==> src/rtl/uart_pkg.sv <==
// uart_pkg
// Shared definitions for the UART receive path.
//   UART_DATA_W          : width of a received UART word
//   UART_RX_FIFO_DEPTH   : default entry count of the receive FIFO
//   uart_rx_entry_t      : one stored word with its line-error tag
package uart_pkg;

  localparam int UART_DATA_W        = 8;
  localparam int UART_RX_FIFO_DEPTH = 16;

  typedef struct packed {
    logic                   err;
    logic [UART_DATA_W-1:0] data;
  } uart_rx_entry_t;

endpackage

==> src/rtl/uart_fifo_mem.sv <==
// uart_fifo_mem
// Storage array for the receive FIFO. Writes are synchronous; reads are
// combinational from the addressed entry. The array has no reset.
// Ports:
//   i_clk      : clock
//   i_wr_en    : write strobe
//   i_wr_addr  : write index
//   i_wr_data  : word written at i_wr_addr
//   i_rd_addr  : read index
//   o_rd_data  : contents of entry i_rd_addr
module uart_fifo_mem #(
  parameter int WIDTH = 9,
  parameter int DEPTH = 16,
  parameter int AW    = $clog2(DEPTH)
) (
  input  logic             i_clk,
  input  logic             i_wr_en,
  input  logic [AW-1:0]    i_wr_addr,
  input  logic [WIDTH-1:0] i_wr_data,
  input  logic [AW-1:0]    i_rd_addr,
  output logic [WIDTH-1:0] o_rd_data
);

  logic [WIDTH-1:0] r_mem [DEPTH];

  always_ff @(posedge i_clk) begin
    if (i_wr_en) begin
      r_mem[i_wr_addr] <= i_wr_data;
    end
  end

  assign o_rd_data = r_mem[i_rd_addr];

endmodule

==> src/rtl/uart_rx_fifo.sv <==
// uart_rx_fifo
// Receive-side FIFO between the UART deserialiser and the host. Each entry
// holds a word plus its framing/parity error tag. Read data is registered
// and qualified by a one-cycle o_rd_valid strobe.
// Ports:
//   i_clk, i_rst        : clock, asynchronous active-high reset
//   i_flush             : synchronous clear of pointers, count and overflow
//   i_wr_en/data/err    : write request, word and error tag
//   i_rd_en             : read request
//   o_rd_data/err/valid : registered read word, its tag, and valid strobe
//   o_full, o_empty     : occupancy == DEPTH / == 0
//   o_almost_full       : occupancy >= AF_THRESH
//   o_count             : occupancy
//   o_overflow          : sticky, a write was dropped; cleared by i_ovf_clr
module uart_rx_fifo
  import uart_pkg::*;
#(
  parameter int DATA_W    = UART_DATA_W,
  parameter int DEPTH     = UART_RX_FIFO_DEPTH,
  parameter int AF_THRESH = DEPTH - 2
) (
  input  logic                     i_clk,
  input  logic                     i_rst,
  input  logic                     i_flush,
  input  logic                     i_wr_en,
  input  logic [DATA_W-1:0]        i_wr_data,
  input  logic                     i_wr_err,
  input  logic                     i_rd_en,
  output logic [DATA_W-1:0]        o_rd_data,
  output logic                     o_rd_err,
  output logic                     o_rd_valid,
  output logic                     o_full,
  output logic                     o_empty,
  output logic                     o_almost_full,
  output logic [$clog2(DEPTH):0]   o_count,
  output logic                     o_overflow,
  input  logic                     i_ovf_clr
);

  localparam int AW = $clog2(DEPTH);
  localparam logic [AW:0] ONE    = {{AW{1'b0}}, 1'b1};
  localparam logic [AW:0] AF_LVL = AF_THRESH[AW:0];

  // Pointers carry one extra wrap bit so full and empty are distinguishable.
  logic [AW:0]       r_wr_ptr;
  logic [AW:0]       r_rd_ptr;
  logic [AW:0]       r_count;
  logic              r_overflow;
  logic [DATA_W-1:0] r_rd_data;
  logic              r_rd_err;
  logic              r_rd_valid;

  logic              w_full;
  logic              w_empty;
  logic              w_rd_accept;
  logic              w_wr_accept;
  logic              w_ovf_set;
  logic [DATA_W:0]   w_rd_entry;

  assign w_empty = (r_wr_ptr == r_rd_ptr);
  assign w_full  = (r_wr_ptr[AW-1:0] == r_rd_ptr[AW-1:0]) &&
                   (r_wr_ptr[AW] != r_rd_ptr[AW]);

  // Flush outranks both ports, so it suppresses both accepts here. A read
  // on an empty FIFO is ignored even if a write arrives in the same cycle.
  assign w_rd_accept = i_rd_en & ~w_empty & ~i_flush;
  // A full FIFO still takes a write when a read frees a slot in the same cycle.
  assign w_wr_accept = i_wr_en & ~i_flush & (~w_full | w_rd_accept);
  assign w_ovf_set   = i_wr_en & ~i_flush & w_full & ~w_rd_accept;

  uart_fifo_mem #(
    .WIDTH (DATA_W + 1),
    .DEPTH (DEPTH),
    .AW    (AW)
  ) u_mem (
    .i_clk     (i_clk),
    .i_wr_en   (w_wr_accept),
    .i_wr_addr (r_wr_ptr[AW-1:0]),
    .i_wr_data ({i_wr_err, i_wr_data}),
    .i_rd_addr (r_rd_ptr[AW-1:0]),
    .o_rd_data (w_rd_entry)
  );

  always_ff @(posedge i_clk or posedge i_rst) begin
    if (i_rst) begin
      r_wr_ptr   <= '0;
      r_rd_ptr   <= '0;
      r_count    <= '0;
      r_overflow <= 1'b0;
      r_rd_data  <= '0;
      r_rd_err   <= 1'b0;
      r_rd_valid <= 1'b0;
    end else if (i_flush) begin
      // Storage and the last read word are deliberately left untouched.
      r_wr_ptr   <= '0;
      r_rd_ptr   <= '0;
      r_count    <= '0;
      r_overflow <= 1'b0;
      r_rd_valid <= 1'b0;
    end else begin
      r_rd_valid <= w_rd_accept;
      if (w_wr_accept) begin
        r_wr_ptr <= r_wr_ptr + ONE;
      end
      if (w_rd_accept) begin
        r_rd_ptr  <= r_rd_ptr + ONE;
        r_rd_data <= w_rd_entry[DATA_W-1:0];
        r_rd_err  <= w_rd_entry[DATA_W];
      end
      case ({w_wr_accept, w_rd_accept})
        2'b10:   r_count <= r_count + ONE;
        2'b01:   r_count <= r_count - ONE;
        default: r_count <= r_count;
      endcase
      // Setting wins over a simultaneous clear so a drop is never missed.
      if (w_ovf_set) begin
        r_overflow <= 1'b1;
      end else if (i_ovf_clr) begin
        r_overflow <= 1'b0;
      end
    end
  end

  assign o_rd_data     = r_rd_data;
  assign o_rd_err      = r_rd_err;
  assign o_rd_valid    = r_rd_valid;
  assign o_full        = w_full;
  assign o_empty       = w_empty;
  assign o_almost_full = (r_count >= AF_LVL);
  assign o_count       = r_count;
  assign o_overflow    = r_overflow;

endmodule

==> config.mk <==
export PLATFORM = sky130hd
export DESIGN_NAME = uart_rx_fifo
export DESIGN_NICKNAME = d
export VERILOG_FILES = /design/src/rtl/uart_pkg.sv /design/src/rtl/uart_fifo_mem.sv /design/src/rtl/uart_rx_fifo.sv
export SDC_FILE = /design/constraint.sdc
export NUM_CORES = 1
export LEC_CHECK = 0
export CAP_MARGIN = 10
export CORE_ASPECT_RATIO = 1.25
export CORE_MARGIN = 2
export CORE_UTILIZATION = 31
export CTS_CLUSTER_SIZE = 12
export DETAILED_ROUTE_END_ITERATION = 7
export GPL_ROUTABILITY_DRIVEN = 0
export GPL_TIMING_DRIVEN = 1
export PLACE_DENSITY = 0.55
export SYNTH_ARGS = -nofsm -noshare
export SYNTH_HDL_FRONTEND = slang
export SYNTH_SLANG_ARGS = --single-unit
==> constraint.sdc <==
create_clock -name i_clk -period 2.8 [get_ports i_clk]
set_input_delay 0.28 -clock i_clk [delete_from_list [all_inputs] [get_ports i_clk]]
set_output_delay 0.28 -clock i_clk [all_outputs]
set_load 0.01 [all_outputs]
==> key figures, run 1 <==
Routing
  • WL final: 14700 um
  • Initial DRC Count: 239
  • DR vias/cell: 4.80
  • Antenna Nets Post-Route: 0
  • TritonRoute pass-1 iters: 6
  • Drc violations: 0
  • Wire per inst: 18.8 um
  • Highest routed layer: met4
  • DRT met1 WL: 6330 um
  • Metal3 WL: 519 um
  • Routed wl met2: 7520 um
  • Via count: 3757

Clock network
  • Clk buf depth: 2
  • Clock sink count: 170
  • Worst-Skew Late Latency: 0.43 ns
  • TritonCTS clock tree: done
  • Clock root buffer: clkbuf_16
  • Cts hold-fix bufs: 0
  • Post_cts resized: 0
  • CTS Buf Count: 17
  • Post-CTS setup buffer count: 0
  • Clock slew at reported path FFs: 0.07 ns
  • CTS H-tree depth: 4

Pwr
  • PwrDens: 739 mW/mm2
  • Gate power share: 0.157
  • Int Power: 4.73 mW
  • Leakage Power: 2.85 nW
  • Worst vdd ir: 0.000437 V
  • Sequential share of power: 0.465
  • Clock power frac: 0.378
  • Sw frac: 0.247
  • Psw: 1.55 mW

Global routing
  • First-pass GRT wire length: 23300 um
  • Total GRT Usage: 0.129
  • Initial antenna violation count: 0
  • Largest net degree at the start of global routing: 40
  • Vias in the first global route: 4031
  • Remaining global-route overflow: 0

Critical path
  • Worst setup EP type: register
  • Critical path class: register to register
  • Critical Path Source Type: register
  • Required @ worst endpoint: 3.11 ns
  • Critical path peak fanout: 2
  • Worst EP arrival: 2.85 ns

Min path
  • HP Class: input port to asynchronous set/reset pin

Placed design
  • HPWL after detailed placement: 9620 um
  • DP Area: 0.00790 mm2
  • Pre-CTS setup slack: 0.163 ns
  • IO buf count: 33

Timing
  • Final Hold Viols: 0
  • Max transition margin: 0.472
  • Max Clock Skew: 0.00748 ns
  • Final Max Slew Viols: 0
  • Setup_tns: 0 ns
  • Setup Viol. Count Final: 0
  • Fmax: 394 MHz
  • Worst-Margin Slew: 0.790 ns
  • Final Critical Period: 2.54 ns
  • Setup slack after layout: 0.261 ns
  • Fin crit share: 0.907
  • Unrepaired setup endpoints after global routing: false

Layout
  • Fin area: 0.00849 mm2
  • Most frequent cells in the layout: edfxtp_1, nor2_1, clkdlybuf4s50_1
  • # diodes: 0
  • Share of cells above drive strength 1: 0.178
  • Final Net Count: 510
  • Commonest non-fill, non-tap cell in the layout: edfxtp_1
  • Area Overhead vs Synth: 20.2%

Floorplanning
  • Die Wd: 139 um
  • Core area: 0.0223 mm2
  • Rows: 61
  • DIE AREA: 0.0240 mm2
  • Die height: 173 um
  • I/O pin count: 34
  • Starting Density: 0.317

Synth
  • Sequential area share after synthesis: 0.704
  • Synth Instances: 427
  • Syn. warnings: 0
  • Yosys reg bits: 170
  • Yosys cell types: 38
  • Syn_nets: 451
  • Avg Inst Size Synth: 16.5 um2
  • Post-Syn Area: 0.00707 mm2

Run status
  • Status: complete, no violations

Job
  • Max-cap violations: 0
## power by group through the flow
stage	logic [mW]	registers, mW	clock network (mW)
global route	1.09	2.93	2.52
finish	0.987	2.92	2.37
detailed placement	1.00	2.97	0
global placement	1.00	2.97	0
CTS	1.01	2.92	2.43
floorplan	0.564	3.00	0
## flip-flops by register name (all words and copies together) (netlist names)
signal       cells
o_rd_err         1
o_rd_data        8
o_overflow       1
r_wr_ptr         5
o_rd_valid       1
o_count          5
u_mem.r_mem    144
r_rd_ptr         5
## cell type report
class	count	area [um2]
Sequential cell	170	4980
Clock buffer	18	429
Tap cell	283	354
Inverter	8	30.0
Clock inverter	14	169
Timing Repair Buffer	63	593
Fill cell	2056	13800
Multi-Input combinational cell	226	1940
## metrics by stage
step / util / total power, mW / cells / hold WS (ns)
6_report: 0.381 / 6.28 / 782 / 0.305
5_1_grt: 0.381 / 6.55 / 782 / 0.395
4_1_cts: 0.381 / 6.35 / 782 / 0.343
3_5_place_dp: 0.354 / 3.98 / 750 / 0.519
3_3_place_gp: 0.354 / 3.97 / 750 / 0.516
2_1_floorplan: - / 3.56 / 427 / 0.320
## cells by family (layout without fill, tap and decap cells)
logic type / count (synthesis) / in the layout / share of synthesized area
buffers and inverters: 31 / 103 / 0.0209
flip-flops: 170 / 170 / 0.704
AO/OA/AOI/OAI: 46 / 46 / 0.0395
XOR/XNOR: 15 / 15 / 0.0186
AND/OR/NAND/NOR: 95 / 95 / 0.0648
multiplexers: 61 / 61 / 0.135
adder cells (fa/ha/maj): 9 / 9 / 0.0170
## critical path, cell delays in order, from the launching register on
cell and delay [ns]:
dfrtp_1 0.39, xnor2_1 0.15, and4_1 0.23, a21oi_1 0.20, nand2b_1 0.13, fa_1 0.41
nand2b_1 0.16, a21oi_1 0.17, nor3b_1 0.07, a32oi_1 0.16, mux2_1 0.33
## path summary, 6_finish.rpt
check / startpoint / end / slack, ns / depth (start not counted)
min reg2reg: o_rd_data[1] / o_rd_data[1] / 0.52 / 2
min in group i_clk: i_ovf_clr / o_overflow / 0.48 / 4
max: r_rd_ptr[2] / o_count[4] / 0.26 / 10
min: i_rst / o_rd_data[3] / 0.31 / 2
max reg2reg: r_rd_ptr[2] / o_count[4] / 0.26 / 10
max in group asynchronous: i_rst / o_rd_data[2] / 1.90 / 3
## synthesized netlist by cell type (all sizes together)
cell type / n / area (um2)
clkbuf: 9 / 35.0
nor2b: 6 / 37.5
o2111ai: 1 / 8.76
a21boi: 2 / 15.0
a21o: 1 / 7.51
inv: 8 / 30.0
o211ai: 1 / 7.51
nor3b: 3 / 22.5
xnor2: 9 / 78.8
nand3: 1 / 5.00
ha: 8 / 100
mux2: 5 / 56.3
nor2: 46 / 173
xor2: 6 / 52.6
dfrtp: 26 / 651
nand2b: 4 / 25.0
a32oi: 2 / 17.5
nand4: 4 / 25.0
and2: 13 / 81.3
edfxtp: 144 / 4320
a31o: 1 / 8.76
buf: 14 / 82.6
a22oi: 1 / 12.5
a21oi: 25 / 125
and4: 4 / 35.0
mux4: 27 / 608
fa: 1 / 20.0
o31ai: 2 / 15.0
nand2: 13 / 48.8
nor3: 1 / 5.00
mux2i: 29 / 290
o21ai: 1 / 5.00
a31oi: 9 / 56.3
## routing by layer
metal / track usage / vias to the layer above
met4: 0.0556 / 0
li1: - / 1749
met2: 0.219 / 84
met5: 0 / -
met3: 0.0296 / 19
met1: 0.156 / 1905
(Power assumes the default switching activity.)
==> run 2: changes to the inputs <==
- CORE_UTILIZATION: 31 -> 30
- PLACE_DENSITY: 0.55 -> 0.53
- SETUP_SLACK_MARGIN: default -> 0.4
- clock period: 2.8 -> 2.6 ns (I/O delays scaled with it)
==> key figures, run 2 (synthesis results as in run 1) <==
Run status
  • Status: complete, no violations (unchanged)

Layout
  • Register area: 0.00498 mm2 (unchanged)
  • Fin area: 0.00868 mm2 (was 0.00849 mm2)
  • Most frequent cells in the layout: edfxtp_1, nor2_1, buf_4 (was edfxtp_1, nor2_1, clkdlybuf4s50_1)
  • Share of cells above drive strength 1: 0.234 (was 0.178)
  • Fillers: 2134 (was 2056)
  • Reg with most FFs: u_mem.r_mem (unchanged)
  • # diodes: 0 (unchanged)
  • Footprint of the multi-input gates: 0.00206 mm2 (was 0.00194 mm2)
  • Commonest non-fill, non-tap cell in the layout: edfxtp_1 (unchanged)
  • Area Overhead vs Synth: 22.9% (was 20.2%)
  • Final std cells w/o fill: 797 (was 782)
  • Final Net Count: 520 (was 510)
  • Post-layout util: 0.377 (was 0.381)
  • Largest register FFs: 144 (unchanged)

Pwr
  • Worst vdd ir: 0.000461 V (was 0.000437 V)
  • Leakage Power: 2.94 nW (was 2.85 nW)
  • PnR Total Power: 6.79 mW (was 6.28 mW)
  • PwrDens: 782 mW/mm2 (was 739 mW/mm2)

Timing
  • Final Critical Period: 2.38 ns (was 2.54 ns)
  • Max transition margin: 0.480 (was 0.472)
  • Fmax: 421 MHz (was 394 MHz)
  • Final Max Slew Viols: 0 (unchanged)
  • Hold slack: 0.270 ns (was 0.305 ns)
  • Setup Viol. Count Final: 0 (unchanged)
  • Max Clock Skew: 0.0140 ns (was 0.00748 ns)
  • Worst-Margin Slew: 0.778 ns (was 0.790 ns)
  • Final Hold Viols: 0 (unchanged)
  • Unrepaired setup endpoints after global routing: true (was false)
  • Setup slack after layout: 0.224 ns (was 0.261 ns)
  • Fin crit share: 0.914 (was 0.907)
  • Setup_tns: 0 ns (unchanged)

Clock network
  • Clock root buffer: clkbuf_16 (unchanged)
  • CTS Buf Count: 17 (unchanged)
  • Worst-Skew Late Latency: 0.43 ns (about the same)
  • CTS H-tree depth: 4 (unchanged)
  • TritonCTS clock tree: done (unchanged)
  • Clock slew at reported path FFs: 0.07 ns (about the same)
  • Clk buf depth: 2 (unchanged)
  • Clock sink count: 170 (unchanged)

Global routing
  • Remaining global-route overflow: 0 (unchanged)
  • Largest net degree at the start of global routing: 40 (unchanged)
  • Vias in the first global route: 4021 (was 4031)
  • Total GRT Usage: 0.128 (was 0.129)
  • Initial antenna violation count: 0 (unchanged)
  • First-pass GRT wire length: 23300 um (about the same)

Job
  • Max-cap violations: 0 (unchanged)

Floorplanning
  • Starting Density: 0.307 (was 0.317)
  • Core area: 0.0230 mm2 (was 0.0223 mm2)
  • DIE AREA: 0.0248 mm2 (was 0.0240 mm2)
  • Die Wd: 141 um (was 139 um)
  • I/O pin count: 34 (unchanged)
  • Rows: 62 (was 61)
  • Die height: 176 um (was 173 um)

Critical path
  • Critical path class: register to register (unchanged)
  • Reg2reg path depth: 10 (unchanged)
  • Required @ worst endpoint: 2.91 ns (was 3.11 ns)
  • Worst R2R End: o_count[4] (unchanged)
  • Worst EP arrival: 2.69 ns (was 2.85 ns)
  • Worst R2R Start: r_wr_ptr[2] (was r_rd_ptr[2])
  • Worst setup EP type: register (unchanged)
  • Worst R2R Setup Slack: 0.22 ns (was 0.26 ns)
  • Critical Path Source Type: register (unchanged)
  • Critical path peak fanout: 2 (unchanged)

Routing
  • WL final: 15000 um (was 14700 um)
  • DR vias/cell: 4.80 (about the same)
  • Via count: 3823 (was 3757)
  • Highest routed layer: met4 (unchanged)
  • Routed wl met2: 7940 um (was 7520 um)
  • Antenna Nets Post-Route: 0 (unchanged)
  • Initial DRC Count: 248 (was 239)
  • DRT met1 WL: 6370 um (was 6330 um)
  • Metal3 WL: 507 um (was 519 um)
  • Drc violations: 0 (unchanged)
  • TritonRoute pass-1 iters: 4 (was 6)
  • Wire per inst: 18.8 um (about the same)

Min path
  • HP Class: input port to asynchronous set/reset pin (unchanged)

Placed design
  • Pre-CTS setup slack: 0.136 ns (was 0.163 ns)
  • DP Area: 0.00793 mm2 (was 0.00790 mm2)
  • HPWL after detailed placement: 9460 um (was 9620 um)
  • Placed insts: 758 (was 750)
  • IO buf count: 33 (unchanged)
[run 2: changes by cell type in the layout (fill, tap and decap cells not counted), sizes merged]
cell           delta
clkinv            -4
dlymetal6s2s      +2
inv               +5
clkinvlp          +1
bufinv            -2
buf               +9
clkbuf            +1
clkdlybuf4s50     -2
[run 2: worst max-delay path, cell delays in order, from the launching register on]
cell      delay, ns
dfrtp_1        0.41
xnor2_2        0.15
and4_4         0.21
a21oi_4        0.15
nand2b_1       0.12
fa_2           0.36
nand2b_4       0.15
a21oi_4        0.13
nor3b_1        0.07
a32oi_1        0.18
mux2_1         0.34
[run 2: per-layer routing]
layer / global-route usage / up-vias
li1: - / 1766
met1: 0.156 / 1977
met2: 0.226 / 66
met3: 0.0273 / 14
met4: 0.0388 / 0
met5: 0 / -
[run 2: layout make-up]
class,instances,share of cell area
Sequential cell,170,0.573
Timing Repair Buffer,73,0.0772
Clock inverter,14,0.0177
Tap cell,288,0.0415
Inverter,8,0.00346
Multi-Input combinational cell,226,0.238
Clock buffer,18,0.0494
[run 2: worst max-delay path by stage]
stage / from / slack [ns] / to / cells past startpoint
3_3_place_gp: i_flush / 0.20 / o_count[4] / 10
2_1_floorplan: r_wr_ptr[3] / 0.17 / o_count[4] / 12
3_5_place_dp: r_wr_ptr[1] / 0.14 / o_count[4] / 11
6_report: r_wr_ptr[2] / 0.22 / o_count[4] / 10
5_1_grt: r_wr_ptr[2] / 0.14 / o_count[4] / 10
4_1_cts: r_wr_ptr[2] / 0.18 / o_empty / 6
[run 2: timing repair]
action / in CTS / in global routing
resized for setup: 11 / 10
pin swaps: 7 / 3
hold buffers: 0 / 0
buffers inserted: 4 / 3
gates cloned: 0 / 0
setup endpoints to repair: 13 / 122
[run 2: report_power, final]
group	internal (mW)	total, mW	switching, mW
clock	1.36	2.48	1.12
combinational	0.576	1.16	0.588
sequential	3.07	3.14	0.0714
total	5.01	6.79	1.78
==> run 3: changes to the inputs <==
- CORE_UTILIZATION: 30 -> 39
- PLACE_DENSITY: 0.53 -> 0.64
==> key figures, run 3 (synthesis results as in run 1) <==
Run status
  • Status: complete, no violations (unchanged)

Pwr
  • Psw: 1.72 mW (was 1.78 mW)
  • Clock power frac: 0.385 (was 0.365)
  • Int Power: 5.27 mW (was 5.01 mW)
  • Leakage Power: 2.95 nW (was 2.94 nW)
  • Worst vdd ir: 0.000511 V (was 0.000461 V)
  • Gate power share: 0.166 (was 0.172)
  • Sw frac: 0.246 (was 0.262)
  • PwrDens: 810 mW/mm2 (was 782 mW/mm2)
  • Sequential share of power: 0.449 (was 0.463)
  • PnR Total Power: 6.99 mW (was 6.79 mW)

Routing
  • WL final: 13900 um (was 15000 um)
  • Drc violations: 0 (unchanged)
  • Via count: 3804 (was 3823)
  • Wire per inst: 18.8 um (about the same)
  • DRT met1 WL: 5980 um (was 6370 um)
  • Highest routed layer: met4 (unchanged)
  • DR vias/cell: 5.16 (was 4.80)
  • Antenna Nets Post-Route: 0 (unchanged)
  • Routed wl met2: 7150 um (was 7940 um)
  • Metal3 WL: 450 um (was 507 um)
  • TritonRoute pass-1 iters: 4 (unchanged)
  • Initial DRC Count: 336 (was 248)

Layout
  • Fillers: 1474 (was 2134)
  • Area Overhead vs Synth: 22.2% (was 22.9%)
  • Share of cells above drive strength 1: 0.240 (was 0.234)
  • # diodes: 0 (unchanged)
  • Most frequent cells in the layout: edfxtp_1, nor2_1, buf_4 (unchanged)
  • Largest register FFs: 144 (unchanged)
  • Commonest non-fill, non-tap cell in the layout: edfxtp_1 (unchanged)
  • Reg with most FFs: u_mem.r_mem (unchanged)
  • Final Net Count: 520 (unchanged)
  • Fin area: 0.00863 mm2 (was 0.00868 mm2)

Floorplanning
  • Core area: 0.0180 mm2 (was 0.0230 mm2)
  • Die Wd: 124 um (was 141 um)
  • Rows: 55 (was 62)
  • I/O pin count: 34 (unchanged)
  • Die height: 154 um (was 176 um)
  • Starting Density: 0.393 (was 0.307)
  • DIE AREA: 0.0192 mm2 (was 0.0248 mm2)

Timing
  • Setup Viol. Count Final: 0 (unchanged)
  • Setup_tns: 0 ns (unchanged)
  • Max transition margin: 0.515 (was 0.480)
  • Max Clock Skew: 0.00874 ns (was 0.0140 ns)
  • Final Hold Viols: 0 (unchanged)
  • Unrepaired setup endpoints after global routing: true (unchanged)
  • Final Max Slew Viols: 0 (unchanged)
  • Hold slack: 0.190 ns (was 0.270 ns)
  • Final Critical Period: 2.38 ns (about the same)
  • Fin crit share: 0.916 (was 0.914)
  • Fmax: 420 MHz (was 421 MHz)
  • Worst-Margin Slew: 0.725 ns (was 0.778 ns)
  • Setup slack after layout: 0.217 ns (was 0.224 ns)

Critical path
  • Reg2reg path depth: 10 (unchanged)
  • Worst setup EP type: register (unchanged)
  • Required @ worst endpoint: 2.90 ns (was 2.91 ns)
  • CP max-delay cell: dfrtp_1 (unchanged)
  • CP Cell Sequence: xnor2_2 -> and4_4 -> a21oi_4 -> nand2b_4 -> fa_2 -> nand2b_4 -> a21oi_4 -> nor3b_1 -> a32oi_1 -> mux2_1 (was xnor2_2 -> and4_4 -> a21oi_4 -> nand2b_1 -> fa_2 -> nand2b_4 -> a21oi_4 -> nor3b_1 -> a32oi_1 -> mux2_1)
  • Critical path class: register to register (unchanged)
  • Critical path's largest stage delay: 0.42 ns (was 0.41 ns)
  • Critical path peak fanout: 2 (unchanged)
  • Worst EP arrival: 2.68 ns (was 2.69 ns)
  • Critical Path Source Type: register (unchanged)

Clock network
  • Clk buf depth: 2 (unchanged)
  • TritonCTS clock tree: done (unchanged)
  • CTS Buf Count: 17 (unchanged)
  • CTS H-tree depth: 4 (unchanged)
  • Clock root buffer: clkbuf_16 (unchanged)
  • Clock slew at reported path FFs: 0.07 ns (about the same)
  • Worst-Skew Late Latency: 0.42 ns (was 0.43 ns)
  • Cts hold-fix bufs: 0 (unchanged)
  • Clock sink count: 170 (unchanged)

Placed design
  • DP Area: 0.00782 mm2 (was 0.00793 mm2)
  • HPWL after detailed placement: 8930 um (was 9460 um)
  • Pre-CTS setup slack: 0.128 ns (was 0.136 ns)
  • IO buf count: 33 (unchanged)

Global routing
  • Total GRT Usage: 0.150 (was 0.128)
  • Largest net degree at the start of global routing: 40 (unchanged)
  • Remaining global-route overflow: 0 (unchanged)
  • Vias in the first global route: 3863 (was 4021)
  • Initial antenna violation count: 0 (unchanged)
  • First-pass GRT wire length: 21700 um (was 23300 um)

Min path
  • HP Class: input port to asynchronous set/reset pin (unchanged)

Job
  • Max-cap violations: 0 (unchanged)
==> run 3: stage by stage <==
stage / std cells / utilization
after CTS: 734 / 0.478
after global placement: 697 / 0.435
final: 737 / 0.481
after global routing: 737 / 0.481
after floorplan: 427 / -
after detailed placement: 697 / 0.435
==> run 3: layout make-up <==
cell class              count  area (um2)  area share
repair buffers             73         641      0.0742
inverters                   8        30.0     0.00348
well taps                 228         285      0.0330
flip-flops and latches    170        4980       0.576
multi-input cells         226        2060       0.239
clock inverters            12         174      0.0201
clock buffers              20         467      0.0541
==> run 3: per-layer routing <==
metal  vias to the layer above  track usage
met3                        22       0.0253
met1                      1944        0.188
met5                         -            0
met4                         0       0.0599
li1                       1767            -
met2                        71        0.259
==> run 3: path summary, 6_finish.rpt <==
check                                  start  slack, ns            to
worst min register to register  o_rd_data[3]       0.53  o_rd_data[3]
max in group asynchronous              i_rst       2.13   r_rd_ptr[1]
worst max-delay path             r_rd_ptr[0]       0.22    o_count[4]
worst max register to register   r_rd_ptr[0]       0.22    o_count[4]
worst min-delay path                   i_rst       0.19  o_rd_data[7]
min in group i_clk                 i_ovf_clr       0.47    o_overflow
==> run 3: critical path: cells and delay by family (launching register included) <==
family,cells,cell delay [ns]
adders and majority gates,1,0.34
and+or+nand+nor,4,0.51
DFF,1,0.42
AOI/OAI and AO/OA,3,0.47
xor gates and xnor gates,1,0.16
muxes,1,0.35
==> run 3: repair_timing <==
action / CTS / global route
setup endpoints to repair: 9 / 114
pin swaps: 9 / 6
setup buffers: 5 / 3
resized for setup: 17 / 9
==> run 3: power groups by stage <==
stage	Sequential, mW	Combinational (mW)	Clock (mW)
finish	3.14	1.16	2.69
global route	3.15	1.26	2.85
CTS	3.14	1.15	2.73
detailed placement	3.20	1.07	0
global placement	3.19	1.07	0
floorplan	3.23	0.613	0
